## config.mk

```make
export PLATFORM = sky130hd
export DESIGN_NAME = inst_queue
export DESIGN_NICKNAME = d
export VERILOG_FILES = /design/src/rtl/inst_queue.sv
export SDC_FILE = /design/constraint.sdc
export NUM_CORES = 1
export LEC_CHECK = 0
export BUFFER_PORTS_ARGS = -buffer_cell sky130_fd_sc_hd__buf_4
export CELL_PAD_IN_SITES_DETAIL_PLACEMENT = 1
export CELL_PAD_IN_SITES_GLOBAL_PLACEMENT = 2
export CORE_AREA = 2 2 235 237
export DETAILED_ROUTE_END_ITERATION = 10
export DIE_AREA = 0 0 237 239
export GPL_ROUTABILITY_DRIVEN = 0
export PLACE_DENSITY = 0.9
export SLEW_MARGIN = 20
export SYNTH_ARGS = -nofsm -noshare
export SYNTH_HDL_FRONTEND = slang
export SYNTH_SLANG_ARGS = --single-unit
```

## constraint.sdc

```tcl
create_clock -name clk -period 11.05 [get_ports clk]
set_input_delay 3.315 -clock clk [delete_from_list [all_inputs] [get_ports clk]]
set_output_delay 3.315 -clock clk [all_outputs]
set_load 0.05 [all_outputs]
```

## src/rtl/inst_queue.sv

```systemverilog
// -----------------------------------------------------------------------------
// inst_queue
//   Circular instruction queue between the fetch unit and the dual decode
//   stage. Fetch writes one {pc, inst} pair per cycle. Decode consumes up to
//   two pairs per cycle through slots 0 and 1. An empty slot is shown as
//   pc = 0 and inst = 0, so each decoder can derive its own valid bit.
//
//   Optional feature: when the macro IQ_BYPASS_EN is defined, an empty queue
//   forwards the incoming pair straight to slot 0 in the same cycle.
//
// Parameters:
//   DEPTH      number of entries, a power of two and >= 4 (default 8)
// Ports:
//   clk        clock; all state changes on the rising edge
//   reset      synchronous, active-high reset
//   flush      redirect; empties the queue at the next edge
//   in_valid   fetch offers a pair this cycle
//   in_pc      fetched PC
//   in_inst    fetched instruction word
//   in_ready   queue can take a push (depends on registered state only)
//   stall      decode stall; when low, the valid slots are consumed
//   out0_pc    oldest entry PC, 0 when there is none
//   out0_inst  oldest entry instruction, 0 when there is none
//   out1_pc    second-oldest entry PC, 0 when there is none
//   out1_inst  second-oldest entry instruction, 0 when there is none
//   count      number of occupied entries
// -----------------------------------------------------------------------------
module inst_queue #(
    parameter int unsigned DEPTH = 8
) (
    input  logic                       clk,
    input  logic                       reset,
    input  logic                       flush,
    input  logic                       in_valid,
    input  logic [31:0]                in_pc,
    input  logic [31:0]                in_inst,
    output logic                       in_ready,
    input  logic                       stall,
    output logic [31:0]                out0_pc,
    output logic [31:0]                out0_inst,
    output logic [31:0]                out1_pc,
    output logic [31:0]                out1_inst,
    output logic [$clog2(DEPTH):0]     count
);

    localparam int unsigned AW = $clog2(DEPTH);
    localparam int unsigned CW = AW + 1;
    localparam int unsigned EW = 64;

    // Storage and pointers
    logic [EW-1:0] mem [DEPTH];
    logic [AW-1:0] rd_ptr;
    logic [AW-1:0] wr_ptr;
    logic [CW-1:0] count_q;

    // Handshake and slot signals
    logic          push;
    logic          push_wr;
    logic [1:0]    pop;
    logic [1:0]    avail;
    logic          bypass_hit;
    logic [AW-1:0] rd_ptr_p1;
    logic [EW-1:0] slot0_entry;
    logic [EW-1:0] slot1_entry;
    logic          slot0_valid;
    logic          slot1_valid;

    // Readiness is a function of the registered occupancy only
    assign in_ready = (count_q != CW'(DEPTH));
    assign count    = count_q;

    // Accepted push; flush always wins
    assign push = in_valid & in_ready & ~flush;

    // Number of slots that hold real entries (0, 1 or 2)
    assign avail = (count_q >= CW'(2)) ? 2'd2 : count_q[1:0];

    // Consume only valid slots, and only when decode is not stalled
    assign pop = stall ? 2'd0 : avail;

`ifdef IQ_BYPASS_EN
    // Empty queue forwards the input pair to slot 0 in the same cycle
    assign bypass_hit = (count_q == CW'(0)) & in_valid & ~flush;
    // A bypassed pair that decode takes this cycle is never written
    assign push_wr    = push & ~(bypass_hit & ~stall);
`else
    assign bypass_hit = 1'b0;
    assign push_wr    = push;
`endif

    // Slot presentation from registered pointers and storage
    assign rd_ptr_p1   = AW'(rd_ptr + AW'(1));
    assign slot0_valid = (count_q >= CW'(1));
    assign slot1_valid = (count_q >= CW'(2));
    assign slot0_entry = mem[rd_ptr];
    assign slot1_entry = mem[rd_ptr_p1];

    // Slot 0 output mux: stored entry, bypassed input, or the empty pattern
    always_comb begin
        out0_pc   = 32'h0;
        out0_inst = 32'h0;
        if (slot0_valid) begin
            out0_pc   = slot0_entry[63:32];
            out0_inst = slot0_entry[31:0];
        end else if (bypass_hit) begin
            out0_pc   = in_pc;
            out0_inst = in_inst;
        end
    end

    // Slot 1 output mux: never bypassed
    always_comb begin
        out1_pc   = 32'h0;
        out1_inst = 32'h0;
        if (slot1_valid) begin
            out1_pc   = slot1_entry[63:32];
            out1_inst = slot1_entry[31:0];
        end
    end

    // Entry storage; contents are intentionally not reset
    always_ff @(posedge clk) begin
        if (push_wr && !reset) begin
            mem[wr_ptr] <= {in_pc, in_inst};
        end
    end

    // Pointer and occupancy registers
    always_ff @(posedge clk) begin
        if (reset || flush) begin
            rd_ptr  <= '0;
            wr_ptr  <= '0;
            count_q <= '0;
        end else begin
            rd_ptr  <= AW'(rd_ptr + AW'(pop));
            wr_ptr  <= AW'(wr_ptr + AW'(push_wr));
            count_q <= CW'(count_q + CW'(push_wr) - CW'(pop));
        end
    end

endmodule

```

==> summary.md <==
| Metric | Value |
|---|---|
| Fin nets | `1599` |
| CP cell instances | `ha_4, buf_4, mux4_2, a22o_1, buf_4` |
| Top fanout value on the critical path | `58` |
| First-pass GRT wire length | `96300 um` |
| Post-CTS Resized | `0` |
| Tcrit/Tclk final | `64.7%` |
| Placed insts | `2162` |
| All-Layer GR Usage | `22.8%` |
| Critical path class | `register to output port` |
| Cts hold-fix bufs | `0` |
| Hold WC Path Type | `register to register` |
| Arr. time, crit path | `3830 ps` |
| 1st-pass router iterations | `5` |
| Final std cells w/o fill | `2264` |
| Synth top cells by count | `512 x edfxtp_1, 129 x mux2i_1, 128 x a22o_1, 128 x mux2_2, 128 x mux4_2` |
| CP Capture Type | `output port` |
| CTS Buffer Depth | `3` |
| Post-CTS setup buffers | `0` |
| Critical Path Start | `rd_ptr[0]` |
| Max H-tree Level | `2` |
| Final count of hold timing violations | `0` |
| Die height | `239 um` |
| CP required | `7740 ps` |
| Yosys Warn Count | `0` |
| R2R setup slack | `7630 ps` |
| Max_slew headroom | `24.9%` |
| Vias | `14.0k` |
| Count of final setup violators | `0` |
| Met3 routed WL | `4230 um` |
| Initial antenna violation count | `4` |
| CTS root buffer | `clkbuf_16` |
| Pleak | `8.93 nW` |
| RSZ-0062 raised after global routing | `false` |
| Total die area | `56600 um^2` |
| Mapped Cells | `1332` |
| Starting Density | `44.4%` |
| Max incr delay on CP | `780 ps` |
| P per Cell Area | `207 nW/um^2` |
| Total power | `5.83 mW` |
| Clk slew on worst S/H paths | `60 ps` |
| Worst setup endpoint | `out1_inst[11]` |
| Clock Sinks | `522` |
| Setup TNS | `0 ps` |
| Post-synth EDFFs | `512` |
| Final min period | `7150 ps` |
| Boundary Pins | `202` |
| Die X | `237 um` |
| Worst Setup Start Kind | `register` |
| Number of global-route vias before repair | `15.4k` |
| Row cnt | `86` |
| Fill cells | `4917` |
| DRC | `0` |
| Share of layout cells above drive strength 1 | `37.6%` |
| Yosys top cell by area | `edfxtp_1` |
| CTS tree | `yes` |
| Wire per inst | `28.7 um` |
| Outcome | `finished, final reports clean` |
| Port bufs | `201` |
| Routed length on met2 | `32000 um` |
| Top-count cell post-synth | `edfxtp_1` |
| WL final | `64900 um` |
| Top FF cell, synth | `edfxtp_1` |
| Wl on met1 | `27000 um` |
| Worst vdd ir | `0.149 mV` |
| Post-Syn Area | `24100 um^2` |
| Max Clk Rate | `140 MHz` |
| Diode count | `0` |
| Worst r2r src | `count[2]` |
| Syn_nets | `1415` |
| Clock latency at the later pin of the worst-skew pair | `630 ps` |
| Max Slew Vio Count | `0` |
| Worst R2R Path Depth | `6` |
| Top-area cell type share of the netlist area | `63.7%` |
| Slew @ Worst Pin | `1130 ps` |
| TritonCTS buffer count | `55` |
| FF+latch count, synth | `522` |
| Largest net degree at the start of global routing | `157` |
| Area growth syn-to-layout | `16.5%` |
| DR top layer | `met5` |
| Cell mode on critical path | `buf_4` |
| Iter 0 DRT Violations | `1139` |
| Vias per inst | `6.20` |
| Sequential area share after synthesis | `64.5%` |
| Synth cell types | `34` |
| Max_cap viols | `0` |
| GRT Residual Overflow | `0` |
| WHS | `558 ps` |
| Async S/R FF share, synth | `0%` |
| Critical R2R Capture | `mem[1][25]` |
| Dpl hpwl | `36200 um` |
| Slowest CP cell | `buf_4` |
| Syn Area/Cell | `18.1 um^2` |
| Core footprint | `54300 um^2` |
| DRT antenna net count | `0` |
| Final Skew | `19.2 ps` |
| Synth top area cells | `edfxtp_1 64%, mux4_2 12%, mux2_2 6.0%, mux2i_1 5.3%, a22o_1 4.6%` |
-- critical path: cells and delay by family, from the launching register on --
family	cells	cell delay (ps)
buf+inv	2	990
flops	1	770
fa+ha+maj	1	600
mux	1	420
compound gates	1	300
-- routing by layer --
metal	vias up	GRT usage, %
met1	7416	30.2
met2	509	37.9
met4	8	7.23
met3	123	4.83
li1	5971	-
met5	-	0
-- report_power, final --
group / total, mW / switching (mW) / internal, mW / leakage [nW]
sequential: 2.21 / 0.0134 / 2.19 / 4.69
combinational: 1.71 / 1.22 / 0.495 / 3.34
clock: 1.91 / 0.785 / 1.12 / 0.902
total: 5.83 / 2.02 / 3.81 / 8.93
-- registers in the layout (all words and copies together) (netlist names) --
name / cells
wr_ptr: 3
count: 4
mem: 512
rd_ptr: 3
-- worst min path at each step --
stage               depth (start not counted)        end       from  slack (ps)
floorplan                                   2  wr_ptr[2]  wr_ptr[2]         510
detailed placement                          2  wr_ptr[2]  wr_ptr[2]         530
global route                                2  wr_ptr[2]  wr_ptr[2]         600
global placement                            2  wr_ptr[2]  wr_ptr[2]         540
finish                                      2  wr_ptr[2]  wr_ptr[2]         560
CTS                                         2  wr_ptr[2]  wr_ptr[2]         560
-- cells in the final DEF, fill, tap and decap left out, types with 3 or more instances in the layout --
cell type	n
nor2b_4	3
a22o_1	128
edfxtp_1	512
inv_1	8
clkinv_1	7
buf_4	228
and2_1	6
dfxtp_1	9
clkinv_2	10
mux2i_1	129
ha_1	11
mux4_2	128
o22ai_1	64
clkbuf_1	12
clkbuf_16	55
bufinv_16	8
nor3b_2	3
nor3_1	68
nor2_4	3
mux2_2	128
-- area by class of cell --
cell class	count	area (um^2)	share of cell area (%)
multi-input combinational	698	8020	28.5
tap	704	881	3.13
clock inverter	32	398	1.41
inverter	8	30.0	0.107
timing repair buffer	231	1780	6.32
sequential	522	15600	55.4
clock buffer	69	1450	5.15
-- logic make-up (layout without fill, tap and decap cells) --
| logic type | count (synthesis) | count (layout) | share of synthesized area [%] |
|---|---|---|---|
| and+or+nand+nor | 98 | 98 | 2.19 |
| DFF | 522 | 522 | 64.5 |
| buffers and inverters | 112 | 340 | 2.65 |
| AOI/OAI and AO/OA | 197 | 197 | 6.44 |
| xor gates and xnor gates | 4 | 4 | 0.145 |
| adders and majority gates | 14 | 14 | 0.788 |
| muxes | 385 | 385 | 23.3 |
-- metrics by stage --
step                utilization (%)  worst slack (ps)  area, um^2
finish                         51.8              3900       28100
global route                   51.8              3730       28100
CTS                            51.7              3410       28100
detailed placement             48.3              4090       26300
global placement               48.3              4130       26300
floorplan                         -              1950       24100
Power figures use the tool's default switching activity.
